## src/rtl/echo_image_scaler_if.sv

```systemverilog
// Pixel-stream and image_mem read bundle for the echo image scaler.
// The master side drives the raster requests and RAM data; the slave is the scaler.
interface echo_image_scaler_if;
   logic       frame_start;
   logic       pix_req;
   logic [7:0] cam_pix;
   logic [9:0] mem_addr;
   logic [7:0] mem_rdata;
   logic [7:0] pix_out;
   logic       pix_out_vld;
   logic       in_win;
   logic       frame_done;

   modport master (
      output frame_start, pix_req, cam_pix, mem_rdata,
      input  mem_addr, pix_out, pix_out_vld, in_win, frame_done
   );

   modport slave (
      input  frame_start, pix_req, cam_pix, mem_rdata,
      output mem_addr, pix_out, pix_out_vld, in_win, frame_done
   );
endinterface

```

## src/rtl/echo_image_scaler.sv

```systemverilog
// Echo image scaler: walks the active raster, reads the stored IMG_DIM x IMG_DIM image
// inside a fixed window, replicates each pixel SCALE times per axis, draws a 1-pixel
// border ring around the window and passes the camera pixel through elsewhere.
module echo_image_scaler #(
   parameter int         IMG_DIM    = 32,
   parameter int         SCALE      = 7,
   parameter int         H_ACTIVE   = 640,
   parameter int         V_ACTIVE   = 480,
   parameter int         WIN_X0     = 400,
   parameter int         WIN_Y0     = 128,
   parameter logic [7:0] BORDER_PIX = 8'hFF
) (
   input logic                clk,
   input logic                rst_n,
   echo_image_scaler_if.slave bus
);

   localparam int WIN = IMG_DIM * SCALE;
   localparam int CW  = (IMG_DIM > 1) ? $clog2(IMG_DIM) : 1;
   localparam int SW  = (SCALE > 1) ? $clog2(SCALE) : 1;

   typedef enum logic {StWaitFrame, StRun} state_t;

   state_t        r_state;
   logic [11:0]   r_hcnt, r_vcnt;
   logic [SW-1:0] r_sx, r_sy;
   logic [CW-1:0] r_col, r_row;

   // Stage 1 (T+1) and stage 2 (T+2) pipeline registers
   logic [9:0]    r_addr;
   logic          r1_vld, r1_hit, r1_border, r1_last;
   logic [7:0]    r1_cam;
   logic          r2_vld, r2_win, r2_done;
   logic [7:0]    r2_pix;

   logic [11:0]   w_h, w_v;
   logic [SW-1:0] w_sx, w_sy;
   logic [CW-1:0] w_col, w_row;
   logic          w_active, w_hx, w_vy, w_hit, w_border, w_last;
   logic          w_sx_last, w_sy_last, w_col_last, w_row_last;
   logic [9:0]    w_addr;
   int            w_hi, w_vi;

   // Effective position of the pixel sampled this cycle; frame_start forces it to (0,0)
   always_comb begin
      w_h        = bus.frame_start ? '0 : r_hcnt;
      w_v        = bus.frame_start ? '0 : r_vcnt;
      w_sx       = bus.frame_start ? '0 : r_sx;
      w_sy       = bus.frame_start ? '0 : r_sy;
      w_col      = bus.frame_start ? '0 : r_col;
      w_row      = bus.frame_start ? '0 : r_row;
      w_active   = bus.frame_start || (r_state == StRun);
      w_hi       = int'(w_h);
      w_vi       = int'(w_v);
      w_hx       = (w_hi >= WIN_X0) && (w_hi < WIN_X0 + WIN);
      w_vy       = (w_vi >= WIN_Y0) && (w_vi < WIN_Y0 + WIN);
      w_hit      = w_active && w_hx && w_vy;
      // Ring positions off-screen never match because the counters stay on-screen
      w_border   = w_active && !(w_hx && w_vy) &&
                   (w_hi >= WIN_X0 - 1) && (w_hi <= WIN_X0 + WIN) &&
                   (w_vi >= WIN_Y0 - 1) && (w_vi <= WIN_Y0 + WIN);
      w_sx_last  = (int'(w_sx) == SCALE - 1);
      w_sy_last  = (int'(w_sy) == SCALE - 1);
      w_col_last = (int'(w_col) == IMG_DIM - 1);
      w_row_last = (int'(w_row) == IMG_DIM - 1);
      w_last     = w_hit && w_sx_last && w_col_last && w_sy_last && w_row_last;
      w_addr     = 10'(int'(w_row) * IMG_DIM + int'(w_col));
   end

   // Frame FSM plus raster and scaling counters, advanced only by accepted pix_req
   always_ff @(posedge clk or negedge rst_n) begin
      if (!rst_n) begin
         r_state <= StWaitFrame;
         r_hcnt  <= '0;
         r_vcnt  <= '0;
         r_sx    <= '0;
         r_sy    <= '0;
         r_col   <= '0;
         r_row   <= '0;
      end else begin
         if (bus.frame_start) begin
            r_state <= StRun;
            r_hcnt  <= '0;
            r_vcnt  <= '0;
            r_sx    <= '0;
            r_sy    <= '0;
            r_col   <= '0;
            r_row   <= '0;
         end
         if (bus.pix_req && w_active) begin
            if (w_hi == H_ACTIVE - 1) begin
               r_hcnt <= '0;
               r_vcnt <= (w_vi == V_ACTIVE - 1) ? '0 : w_v + 12'd1;
            end else begin
               r_hcnt <= w_h + 12'd1;
            end
            if (w_hit) begin
               if (!w_sx_last) begin
                  r_sx <= w_sx + SW'(1);
               end else begin
                  r_sx <= '0;
                  if (!w_col_last) begin
                     r_col <= w_col + CW'(1);
                  end else begin
                     // Window line done: columns restart for the next line, rows step
                     r_col <= '0;
                     if (!w_sy_last) begin
                        r_sy <= w_sy + SW'(1);
                     end else begin
                        r_sy  <= '0;
                        r_row <= w_row_last ? '0 : w_row + CW'(1);
                     end
                  end
               end
            end
         end
      end
   end

   // Two-stage pixel pipeline: address/flags at T+1, composited outputs at T+2
   always_ff @(posedge clk or negedge rst_n) begin
      if (!rst_n) begin
         r_addr    <= '0;
         r1_vld    <= 1'b0;
         r1_hit    <= 1'b0;
         r1_border <= 1'b0;
         r1_last   <= 1'b0;
         r1_cam    <= '0;
         r2_vld    <= 1'b0;
         r2_win    <= 1'b0;
         r2_done   <= 1'b0;
         r2_pix    <= '0;
      end else begin
         r1_vld <= bus.pix_req;
         if (bus.pix_req) begin
            r1_cam    <= bus.cam_pix;
            r1_hit    <= w_hit;
            r1_border <= w_border;
            r1_last   <= w_last;
            if (w_hit) begin
               r_addr <= w_addr;
            end
         end
         r2_vld  <= r1_vld;
         r2_win  <= r1_vld && r1_hit;
         r2_done <= r1_vld && r1_last;
         if (r1_vld) begin
            r2_pix <= r1_border ? BORDER_PIX : r1_cam;
         end
      end
   end

   assign bus.mem_addr    = r_addr;
   // RAM data lands in the same cycle as the stage-2 flags, so it is selected by a
   // registered control rather than captured a second time.
   assign bus.pix_out     = r2_win ? bus.mem_rdata : r2_pix;
   assign bus.pix_out_vld = r2_vld;
   assign bus.in_win      = r2_win;
   assign bus.frame_done  = r2_done;

endmodule

```

## src/flat_wrapper.sv

```systemverilog
// flat-port wrapper written by rule: the top's interface ports become plain ports
module echo_image_scaler_flat 
#(
   parameter int         IMG_DIM    = 32,
   parameter int         SCALE      = 7,
   parameter int         H_ACTIVE   = 640,
   parameter int         V_ACTIVE   = 480,
   parameter int         WIN_X0     = 400,
   parameter int         WIN_Y0     = 128,
   parameter logic [7:0] BORDER_PIX = 8'hFF
)
  (clk, rst_n, bus_frame_start, bus_pix_req, bus_cam_pix, bus_mem_rdata, bus_mem_addr, bus_pix_out, bus_pix_out_vld, bus_in_win, bus_frame_done);
  echo_image_scaler_if bus_i ();
  input logic clk;
  input logic rst_n;
  input wire logic [$bits(bus_i.frame_start)-1:0] bus_frame_start;
  input wire logic [$bits(bus_i.pix_req)-1:0] bus_pix_req;
  input wire logic [$bits(bus_i.cam_pix)-1:0] bus_cam_pix;
  input wire logic [$bits(bus_i.mem_rdata)-1:0] bus_mem_rdata;
  output wire logic [$bits(bus_i.mem_addr)-1:0] bus_mem_addr;
  output wire logic [$bits(bus_i.pix_out)-1:0] bus_pix_out;
  output wire logic [$bits(bus_i.pix_out_vld)-1:0] bus_pix_out_vld;
  output wire logic [$bits(bus_i.in_win)-1:0] bus_in_win;
  output wire logic [$bits(bus_i.frame_done)-1:0] bus_frame_done;
  assign bus_i.frame_start = bus_frame_start;
  assign bus_i.pix_req = bus_pix_req;
  assign bus_i.cam_pix = bus_cam_pix;
  assign bus_i.mem_rdata = bus_mem_rdata;
  assign bus_mem_addr = bus_i.mem_addr;
  assign bus_pix_out = bus_i.pix_out;
  assign bus_pix_out_vld = bus_i.pix_out_vld;
  assign bus_in_win = bus_i.in_win;
  assign bus_frame_done = bus_i.frame_done;
  echo_image_scaler #(.IMG_DIM(IMG_DIM), .SCALE(SCALE), .H_ACTIVE(H_ACTIVE), .V_ACTIVE(V_ACTIVE), .WIN_X0(WIN_X0), .WIN_Y0(WIN_Y0), .BORDER_PIX(BORDER_PIX)) u_core (.clk(clk), .rst_n(rst_n), .bus(bus_i));
endmodule
```

## config.mk

```make
export PLATFORM = sky130hd
export DESIGN_NAME = echo_image_scaler_flat
export DESIGN_NICKNAME = d
export VERILOG_FILES = /design/src/rtl/echo_image_scaler_if.sv /design/src/rtl/echo_image_scaler.sv /design/src/flat_wrapper.sv
export SDC_FILE = /design/constraint.sdc
export NUM_CORES = 1
export LEC_CHECK = 0
export CORE_ASPECT_RATIO = 1.75
export CORE_MARGIN = 4
export CORE_UTILIZATION = 56
export DETAILED_ROUTE_END_ITERATION = 12
export PLACE_DENSITY = 0.87
export SYNTH_ARGS = -nofsm -noshare
export SYNTH_HDL_FRONTEND = slang
export SYNTH_SLANG_ARGS = --single-unit
```

## constraint.sdc

```tcl
create_clock -name clk -period 2.4 [get_ports clk]
set_input_delay 0.48 -clock clk [delete_from_list [all_inputs] [get_ports clk]]
set_output_delay 0.48 -clock clk [all_outputs]
set_load 0.02 [all_outputs]
```

==> results.sh <==
export IMPL_status="complete, no violations"
export IMPL_top_layer="met4"
export IMPL_dp_hpwl_mm=6.960
export IMPL_antenna_found_initial=0
export IMPL_cp_end_kind="output pin"
export IMPL_io_pins=41
export IMPL_setup_viol=0
export IMPL_crit_path_start_kind="flop"
export IMPL_portBuffers=40
export IMPL_synth_cells=376
export IMPL_ys_ff_latch=74
export IMPL_grt_first_pass_wirelength_mm=17.31
export IMPL_clockBufferDepth=2
export IMPL_synth_area_per_cell_um2=10.09
export IMPL_rsz0062_at_grt="no"
export IMPL_p_comb_frac=0.078
export IMPL_report_final_slew_viol_count=0
export IMPL_synth_compound_area_share=0.09865
export IMPL_placementRows=39
export IMPL_clock_fmax_ghz=0.4316
export IMPL_cts_htree_levels=3
export IMPL_hold_violations=0
export IMPL_synth_fa_ha_area_frac=0.02639
export IMPL_grt_max_degree=46
export IMPL_holdBufCountCts=0
export IMPL_period_share=0.9654
export IMPL_p_int_w=0.002415
export IMPL_die_height_um=116.9
export IMPL_syn_nets=404
export IMPL_clockRootBuffer="clkbuf_16"
export IMPL_p_leak_nw=2.300
export IMPL_rrSetupSlack_ns=0.18
export IMPL_synth_seq_area_share=0.4883
export IMPL_power_switching_w=0.0006620
export IMPL_gp_congestion=0.9048
export IMPL_crit_fanout=9
export IMPL_syn_cell_area_um2=3792
export IMPL_die_area_um2=8204
export IMPL_synth_edf_count=0
export IMPL_drc=0
export IMPL_tightest_slew_ns=0.6981
export IMPL_drt_vias_per_instance=5.977
export IMPL_synth_top_family_by_area="simple AND/OR/NAND/NOR gates"
export IMPL_crit_arrival_ns=1.84
export IMPL_peakVddDrop_mv=0.6065
export IMPL_drive_above_1_share=0.2653
export IMPL_yosys_area_share_simple=0.2201
export IMPL_timing_slew_headroom=0.5346
export IMPL_synthTopCellsByArea="dfrtp_1 (49%), mux2_2 (7.4%), nor2_1 (3.4%), nand2_1 (2.7%), ha_1 (2.6%)"
export IMPL_min_period_ns=2.317
export IMPL_synth_ff_type="dfrtp_1"
export IMPL_drt_pass1_iterations=5
export IMPL_synthMuxAreaShare=0.09667
export IMPL_pwr_density_cell_nw_per_um2=601.1
export IMPL_clkTransAtPathRegs_ns=0.06
export IMPL_die_w_um=70.21
export IMPL_grt_pass1_vias=3538
export IMPL_ant_nets=0
export IMPL_hold_path_class="primary input to async pin"
export IMPL_wl_met1_mm=3.704
export IMPL_fill_cells=399
export IMPL_wl_mm=10.25
export IMPL_diodes=0
export IMPL_fp_coreArea_um2=6539
export IMPL_p_sw_frac=0.2151
export IMPL_yosys_warnings=0
export IMPL_clk_latency_ns=0.34
export IMPL_clock_sinks=74
export IMPL_wl_met2_mm=5.497
export IMPL_routedWlPerCell_um=18.40
export IMPL_synth_top_area_frac=0.4883
export IMPL_grt_use_total=0.2730
export IMPL_initial_core_util=0.5800
export IMPL_vias=3329
export IMPL_cts_buffers=9
export IMPL_postLayoutCellArea_um2=5119
export IMPL_cap_viol_max_count=0
export IMPL_dpl_instance_area_um2=4756
export IMPL_synth_xor_area_frac=0.03695
export IMPL_final_nets=498
export IMPL_skew_ns=0.006480
export IMPL_syn_to_final_growth_pct=34.97
export IMPL_async_reset_ff_frac=1.000
export IMPL_clock_power_share=0.497
export IMPL_cts_tree="done"
export IMPL_cp_required_ns=1.92
export IMPL_seqPwrFrac=0.426
export IMPL_worstSetupPathType="flop to output pin"
export IMPL_met3_length_um=490
export IMPL_final_util=0.7828
export IMPL_drtIter0Drc=367
export IMPL_synth_largest_area_cell="dfrtp_1"
export IMPL_ys_types=52
export IMPL_grt_overflow=0
==> area by class of cell <==
class,count,area (µm²),share of cell area
clock inverters,7,117.6,0.02298
clock buffers,9,225.2,0.04400
well taps,82,102.6,0.02004
repair buffers,101,880.8,0.1721
flip-flops and latches,74,1852,0.3618
inverters,13,48.80,0.009533
multi-input cells,271,1892,0.3696
==> Yosys cell counts, types with 6 or more instances <==
master / number
and3_1: 6
a21oi_1: 14
dfrtp_1: 74
nor3_1: 17
o21ai_0: 18
nand2_1: 27
xnor2_1: 11
nor2b_1: 16
clkbuf_1: 15
nand3_1: 16
inv_1: 13
mux2_2: 25
nor2_1: 34
nand4_1: 9
ha_1: 8
==> final timing paths <==
check                                             from  cells past startpoint                     end
worst max-delay path                 u_core.bus.in_win                      2          bus_pix_out[5]
min in group clk                u_core.bus.mem_addr[0]                      1  u_core.bus.mem_addr[0]
worst max register to register       u_core.r_vcnt[10]                      5         u_core.r_row[1]
worst min-delay path                             rst_n                      1  u_core.bus.mem_addr[0]
worst min register to register  u_core.bus.mem_addr[0]                      1  u_core.bus.mem_addr[0]
max in group asynchronous                        rst_n                      2        u_core.r_vcnt[4]
==> cells in the final DEF, fill, tap and decap left out, types with 5 or more instances in the layout <==
master	n
a21oi_1	14
nand3_1	16
mux2_2	23
or2_2	5
nor2b_1	14
clkdlybuf4s50_1	38
nand2_1	27
mux2_4	7
nor4_1	5
inv_1	12
nor2_1	33
nor3_1	17
clkbuf_16	9
dfrtp_1	74
ha_1	6
xor2_1	5
and3_1	5
buf_4	58
o21ai_0	18
xnor2_1	11
nand4_1	9
==> power groups by stage <==
stage	clock network [W]	registers [W]	logic (W)
final	0.00153	0.00131	0.000239
after global routing	0.00162	0.00131	0.000259
after CTS	0.00155	0.00131	0.000240
after detailed placement	0	0.00133	0.000235
after global placement	0	0.00133	0.000225
after floorplan	0	0.00132	0.000114
==> through the flow <==
step	instances	setup TNS (ns)	setup slack, ns	hold slack, ns	power (W)
after global placement	541	-10.03	-0.3690	0.4731	0.001552
after global routing	557	0	0.008858	0.2443	0.003188
final	557	0	0.08296	0.1902	0.003077
after floorplan	376	-0.006460	-0.003230	0.1844	0.001434
after CTS	557	0	0.07221	0.2068	0.003094
after detailed placement	541	-12.31	-0.4185	0.4795	0.001564
==> state kept, by name, summed over array words and instances (netlist names) <==
register,flops
u_core.bus.frame_done,1
u_core.r2_pix,8
u_core.r1_hit,1
u_core.r_row,5
u_core.r_sy,3
u_core.r1_cam,8
u_core.r_state,1
u_core.r_vcnt,12
u_core.r_sx,3
u_core.r1_border,1
u_core.r_col,5
u_core.bus.mem_addr,10
u_core.r_hcnt,12
u_core.r1_last,1
u_core.r1_vld,1
u_core.bus.pix_out_vld,1
u_core.bus.in_win,1
==> routing by layer <==
layer | vias up | track usage
met2 | 148 | 0.4896
met3 | 53 | 0.04444
met4 | 0 | 0.1867
met5 | - | 0
li1 | 1528 | -
met1 | 1600 | 0.2932
==> worst max-delay path, stage by stage, from the launching register on <==
cell and delay [ns]:
dfrtp_1 0.55, mux2_2 0.39, clkdlybuf4s50_1 0.56
==> repair_timing <==
| action | CTS | global route |
|---|---|---|
| endpoints found under the setup margin | 14 | 0 |
| buffers inserted | 0 | 0 |
| gates resized for setup | 6 | 0 |
==> kinds of logic after synthesis <==
| kind of cell | after synthesis |
|---|---|
| XOR/XNOR | 16 |
| AO/OA/AOI/OAI | 59 |
| adder cells (fa/ha/maj) | 8 |
| flip-flops | 74 |
| buffers and inverters | 31 |
| AND/OR/NAND/NOR | 157 |
| multiplexers | 31 |
(Power assumes the default switching activity.)
==> patch 1, RTL diff (config.mk and constraints unchanged) <==
`IMG_DIM` is set to 32 in 2 places; all go to 16.
--- a/src/rtl/echo_image_scaler.sv
+++ b/src/rtl/echo_image_scaler.sv
@@ -2,7 +2,7 @@
 // inside a fixed window, replicates each pixel SCALE times per axis, draws a 1-pixel
 // border ring around the window and passes the camera pixel through elsewhere.
 module echo_image_scaler #(
-   parameter int         IMG_DIM    = 32,
+   parameter int         IMG_DIM    = 16,
    parameter int         SCALE      = 7,
    parameter int         H_ACTIVE   = 640,
    parameter int         V_ACTIVE   = 480,
--- a/src/flat_wrapper.sv
+++ b/src/flat_wrapper.sv
@@ -1,7 +1,7 @@
 // flat-port wrapper written by rule: the top's interface ports become plain ports
 module echo_image_scaler_flat 
 #(
-   parameter int         IMG_DIM    = 32,
+   parameter int         IMG_DIM    = 16,
    parameter int         SCALE      = 7,
    parameter int         H_ACTIVE   = 640,
    parameter int         V_ACTIVE   = 480,
Function: same outputs for any inputs over 10 cycles, from zero or initial values and one cycle with rst_n low; that may be too few to reach the edited logic, so the function may still have changed.
==> patch 1 against the unedited design <==
Sequential power shrank 5%; highest routed layer unchanged; total power shrank 25%; design area shrank 7.8%; largest cell class unchanged; worst setup slack gained 0.084 ns; core utilization shrank 3.1 points; synthesized area shrank 3.9%; count of clock-buffer cells in the layout grew 3; sequential cell count shrank 4; critical path depth is the same; wire length shrank 7.4%; sequential share of layout area grew 0.96 points.
==> patch 1: results (changes against the unedited design) <==
GRT:
- The via count of the first global-routing pass is 3418 (-3.4%).
- The initial antenna violation count was 0 (unchanged).
- The total routing usage reported by global routing is 27.0% (-0.29 points).
- The largest net degree at the start of global routing is 71 (+54%).
- The first-pass GRT wire length is 15800 µm (-8.6%).

Critical path:
- The critical path's slowest cell is sky130_fd_sc_hd__clkdlybuf4s50_1.
- The gate family responsible for the most delay along the worst path is buffers and inverters.
- The arrival time of data at the critical path endpoint is 1.75 ns (-0.09 ns).
- The highest cell delay on the worst timing path came to 0.54 ns (-0.02 ns).

Status:
- The run finished with clean final reports.

Logic synthesis:
- The share of flip-flops with an asynchronous set or reset after synthesis is 100% (unchanged).
- The count of different cell masters after synthesis was 63 (+21%).
- The portion of the post-synthesis area used by sequential elements is 48.1% (-0.75 points).
- Ranked by instance count, the synthesized netlist is headed by 70 x sky130_fd_sc_hd__dfrtp_1, 50 x sky130_fd_sc_hd__nand2_1, 30 x sky130_fd_sc_hd__nor2_1, 18 x sky130_fd_sc_hd__mux2_2, 18 x sky130_fd_sc_hd__o21ai_0.
- By area the synthesized netlist is led by sky130_fd_sc_hd__dfrtp_1 48%, sky130_fd_sc_hd__mux2_2 5.6%, sky130_fd_sc_hd__nand2_1 5.2%.

Place:
- The pre-CTS worst setup slack was -0.453 ns (-0.0342 ns).
- The count of buffers inserted at the top-level ports is 38 (-5.0%).
- The placed cell count is 530 (-2.0%).
- The final weighted congestion in routability-driven placement was 0.946 (+4.5%).
- The post-DP HPWL is 6800 µm (-2.3%).

Detailed routing:
- The via density per instance is 5.96 (-0.22%).
- The post-detailed-routing wire length is 9490 µm (-7.4%).
- The sum of met3 wire segment lengths after detailed routing is 496 µm (+1.2%).
- The total iterations of the first detailed-routing run is 4 (-1).
- The routed length on met1 was 3370 µm (-9.1%).
- The wire length on met2 is 5030 µm (-8.5%).
- The initial DRC count is 260 (-29%).
- The average routed wire per standard cell is 17.3 µm (-6.1%).

Power and ir drop:
- The static leakage came to 0.00209 µW (-8.9%).
- The maximum ir drop on the vdd rail is 0.000252 V (-58%).

Clocking:
- The clock input transition at the sequential cells of the worst setup and hold paths is 0.07 ns.
- The clock tree root buffer cell is sky130_fd_sc_hd__clkbuf_8.
- The later-pin clock latency in the skew report is 0.36 ns (+0.02 ns).

STA:
- The final count of hold timing violations is 0 (unchanged).
- The setup skew after layout is 0.00959 ns (+0.00311 ns).
- The actual slew at the worst max-slew pin was 0.564 ns (-0.134 ns).

Final layout:
- The share of final-layout standard cells stronger than drive strength 1 is 24.9% (-1.6 points).
- The number of filler cells placed in the layout came to 407 (+2.0%).
- The net total in the final layout is 490 (-1.6%).
- In the final layout, the registers with the most flip-flops are u_core.r_hcnt: 12 flops, u_core.r_vcnt: 12 flops.

Hold path:
- The worst hold path class is in2async.
[patch 1: cell types whose count changed in the layout (fill, tap and decap cells not counted), moves of 5 or more]
cell                        delta
sky130_fd_sc_hd__clkbuf_16     -9
sky130_fd_sc_hd__clkbuf_8     +10
sky130_fd_sc_hd__mux2_4        -7
sky130_fd_sc_hd__dfrtp_1       -5
sky130_fd_sc_hd__and3_1        -5
sky130_fd_sc_hd__mux2_2        -5
sky130_fd_sc_hd__nand2_1      +21
[patch 1: area by class of cell]
type	count	area (µm²)	area share [%]
Clock inverter	4	22.5	0.477
Multi-Input combinational cell	275	1810	38.4
Tap cell	80	100	2.12
Timing Repair Buffer	96	833	17.7
Inverter	12	52.6	1.11
Clock buffer	12	145	3.07
Sequential cell	70	1750	37.1
[patch 1: kinds of logic after synthesis]
family / synth area share [%]
buffers and inverters: 4.43
adder cells (fa/ha/maj): 2.06
other: 0.103
XOR/XNOR: 3.61
flip-flops: 48.1
AO/OA/AOI/OAI: 9.44
AND/OR/NAND/NOR: 26.4
multiplexers: 5.84
[patch 1: power by group]
group          internal [µW]  switching (µW)  leakage, µW
logic                    122             121      0.00109
registers               1210            25.6     0.000923
clock network            398             440    0.0000861
[patch 1: path summary, 6_finish.rpt]
path / cells past startpoint / from / slack [ns] / end
min: 2 / rst_n / 0.13 / u_core.bus.pix_out_vld$_DFF_PN0_
min reg2reg: 2 / u_core.bus.mem_addr[5]$_DFFE_PN0P_ / 0.48 / u_core.bus.mem_addr[5]$_DFFE_PN0P_
max reg2reg: 6 / u_core.r_vcnt[10]$_DFF_PN0_ / 0.19 / u_core.r_row[3]$_DFF_PN0_
max in group asynchronous: 2 / rst_n / 1.96 / u_core.r_sx[2]$_DFF_PN0_
min in group clk: 2 / u_core.bus.mem_addr[5]$_DFFE_PN0P_ / 0.48 / u_core.bus.mem_addr[5]$_DFFE_PN0P_
max: 2 / u_core.bus.in_win$_DFF_PN0_ / 0.17 / bus_pix_out[6]
[patch 1: what timing repair did]
action | 4_1_cts | 5_1_grt
hold endpoints to repair | 0 | 0
endpoints found under the setup margin | 6 | 27
setup buffers | 1 | 2
hold buffers | 0 | 0
resized for setup | 8 | 14
pin swaps | 2 | 5
cloned | 0 | 0
[patch 1: per-stage QoR]
| step | power, µW | instance area [µm²] |
|---|---|---|
| 2_1_floorplan | 1370 | 3680 |
| 3_3_place_gp | 1490 | 4460 |
| 3_5_place_dp | 1500 | 4460 |
| 4_1_cts | 2330 | 4660 |
| 5_1_grt | 2420 | 4720 |
| 6_report | 2320 | 4720 |
[patch 1: layer usage]
| layer | GRT usage [%] | vias up |
|---|---|---|
| li1 | - | 1497 |
| met1 | 29.1 | 1580 |
| met2 | 45.2 | 145 |
| met3 | 4.81 | 52 |
| met4 | 20.1 | 0 |
| met5 | 0 | - |
==> patch 2, RTL diff (config.mk and constraints unchanged) <==
Without the edit above. Make the reset (`rst_n`) synchronous in 2 clocked blocks.
--- a/src/rtl/echo_image_scaler.sv
+++ b/src/rtl/echo_image_scaler.sv
@@ -68,7 +68,7 @@
    end
 
    // Frame FSM plus raster and scaling counters, advanced only by accepted pix_req
-   always_ff @(posedge clk or negedge rst_n) begin
+   always_ff @(posedge clk) begin
       if (!rst_n) begin
          r_state <= StWaitFrame;
          r_hcnt  <= '0;
@@ -118,7 +118,7 @@
    end
 
    // Two-stage pixel pipeline: address/flags at T+1, composited outputs at T+2
-   always_ff @(posedge clk or negedge rst_n) begin
+   always_ff @(posedge clk) begin
       if (!rst_n) begin
          r_addr    <= '0;
          r1_vld    <= 1'b0;
Function: differs if rst_n is asserted again (counterexample within 4 cycles, from zero or initial values and one cycle with rst_n low); with rst_n held inactive, the same outputs for 10 cycles.
==> patch 2 against the unedited design <==
Wire length decreased by 3.3%; sequential cell count unchanged; clock power decreased by 12%; synthesized area decreased by 0.26%; worst setup slack improved by 0.0062 ns; design area decreased by 2.6%; total power decreased by 9.1%; final cell count increased by 5.9%; critical endpoint is now bus_pix_out[0]; largest cell class unchanged.
==> patch 2: results (changes against the unedited design) <==
GRT:
- The total routing usage reported by global routing is 26.3% (-1.0 points).
- The largest net degree at the start of global routing was 40 (-13%).
- The initial antenna violation count is 0 (unchanged).
- The first-pass GRT wire length is 17000 µm (-2.0%).
- The via count of the first global-routing pass is 3607 (+2.0%).

Power and ir drop:
- The maximum ir drop on the vdd rail is 0.000560 V (-7.7%).
- The static leakage came to 0.00188 µW (-18%).
- The internal power summed over all cells came to 2180 µW (-9.9%).

Detailed routing:
- The via density per instance was 5.77 (-3.4%).
- The routed length on met1 was 3630 µm (-2.1%).
- The average routed wire per standard cell is 16.8 µm (-8.7%).
- The sum of met3 wire segment lengths after detailed routing was 327 µm (-33%).
- The initial DRC count was 264 (-28%).
- The wire length on met2 is 5530 µm (+0.58%).
- The total iterations of the first detailed-routing run came to 4 (-1).

Logic synthesis:
- The instance count of the mapped netlist is 421 (+12%).
- The biggest area contributor in the post-synthesis netlist is sky130_fd_sc_hd__dfxtp_1.
- The dominant register cell in the synthesized netlist is sky130_fd_sc_hd__dfxtp_1.
- The count of different cell masters after synthesis is 57 (+9.6%).
- By count the netlist is led by 74 x sky130_fd_sc_hd__dfxtp_1, 38 x sky130_fd_sc_hd__nor2b_1, 34 x sky130_fd_sc_hd__nor2_1, 26 x sky130_fd_sc_hd__mux2i_1, 24 x sky130_fd_sc_hd__nand2_1.
- The share of flip-flops with an asynchronous set or reset after synthesis was 0% (-100 points).
- The net count after synthesis is 449 (+11%).
- By area the synthesized netlist is led by sky130_fd_sc_hd__dfxtp_1 39%, sky130_fd_sc_hd__mux2i_1 6.9%, sky130_fd_sc_hd__nor2b_1 6.3%.
- The portion of the post-synthesis area used by sequential elements is 39.2% (-9.7 points).

Clocking:
- The worst-case clock buffer depth is 2 (unchanged).
- The post-CTS setup buffer count is 0 (unchanged).
- The number of buffers inserted during clock tree synthesis came to 9 (unchanged).
- The later-pin clock latency in the skew report came to 0.34 ns (about the same).

Critical path:
- The timing startpoint of the critical path is u_core.bus.in_win$_SDFF_PN0_.
- The worst flop-to-flop path startpoint is u_core.r_vcnt[7]$_SDFF_PN0_.
- The path depth of the worst reg2reg path is 7 (+2).
- The critical path ends at bus_pix_out[0].
- The capture point of the worst reg-to-reg path is u_core.r_row[4]$_SDFF_PN0_.
- The flop-to-flop setup slack is 0.31 ns (+0.13 ns).

STA:
- The relative max-transition margin is 60.4% (+7.0 points).
- The final setup slack of the worst path is 0.0892 ns (+0.00622 ns).
- The setup skew after layout is 0.00722 ns (+0.000739 ns).

Hold path:
- The hold-critical path endpoint is u_core.bus.in_win$_SDFF_PN0_.
- The path class of the tightest hold or removal check is reg2reg.

Final layout:
- The number of antenna repair diodes came to 0 (unchanged).
- The net total in the final layout is 532 (+6.8%).
- The share of final-layout standard cells stronger than drive strength 1 is 19.9% (-6.6 points).
- The number of standard cells in the layout, taps in and fillers out is 590 (+5.9%).

Place:
- The final weighted congestion in routability-driven placement came to 1.00 (+11%).
- The placed cell count is 575 (+6.3%).
- The pre-CTS worst setup slack is -0.481 ns (-0.0623 ns).
- The post-DP HPWL is 7060 µm (+1.4%).

Status:
- The run finished with clean final reports.
patch 2: changes by cell type in the layout (fill, tap and decap cells not counted), sizes merged, moves of 5 or more:
cell / unedited run / this run
dfrtp: 74 / 0
dfxtp: 0 / 74
mux2i: 1 / 26
mux2: 30 / 8
nor2b: 16 / 38
nand2b: 1 / 11
nor3: 18 / 8
o21a: 0 / 7
inv: 13 / 7
a21oi: 14 / 19
buf: 62 / 57
patch 2: layout make-up:
type,instances,area (µm²)
Multi-Input combinational cell,316,2230
Timing Repair Buffer,97,852
Fill cell,415,1550
Tap cell,82,103
Sequential cell,74,1480
Clock buffer,10,239
Inverter,6,22.5
Clock inverter,5,53.8
patch 2: stage by stage:
step / utilization (%) / area [µm²] / hold WS (ns)
6_report: 76.3 / 4990 / 0.483
3_5_place_dp: 71.6 / 4680 / 0.465
4_1_cts: 76.1 / 4970 / 0.485
3_3_place_gp: 71.6 / 4680 / 0.468
2_1_floorplan: - / 3890 / 0.452
5_1_grt: 76.3 / 4990 / 0.523
patch 2: routing by layer:
layer	up-vias	global-route usage (%)
li1	1650	-
met1	1631	26.2
met2	91	48.9
met3	35	4.48
met4	0	18.3
met5	-	0
patch 2: critical path, cell delays in order, from the launching register on:
cell	delay, ns
sky130_fd_sc_hd__dfxtp_1	0.55
sky130_fd_sc_hd__mux2_2	0.39
sky130_fd_sc_hd__clkdlybuf4s50_1	0.54
patch 2: cell families (layout without fill, tap and decap cells):
group	Yosys count	after routing	share of synthesized area, %
AND/OR/NAND/NOR	186	186	28.1
flip-flops	74	74	39.2
AO/OA/AOI/OAI	72	72	13.6
multiplexers	34	34	9.26
buffers and inverters	31	118	3.54
XOR/XNOR	16	16	3.71
adder cells (fa/ha/maj)	8	8	2.65
patch 2: power by group through the flow:
stage | clock network [µW] | registers (µW) | logic, µW
after floorplan | 0 | 1280 | 107
after global placement | 0 | 1290 | 182
after detailed placement | 0 | 1290 | 189
after CTS | 1360 | 1260 | 191
after global routing | 1410 | 1270 | 206
final | 1340 | 1270 | 191
patch 2: what timing repair did:
action / in CTS / in global routing
pin swaps: 0 / 0
cloned: 0 / 0
setup endpoints to repair: 28 / 4
resized for setup: 1 / 3
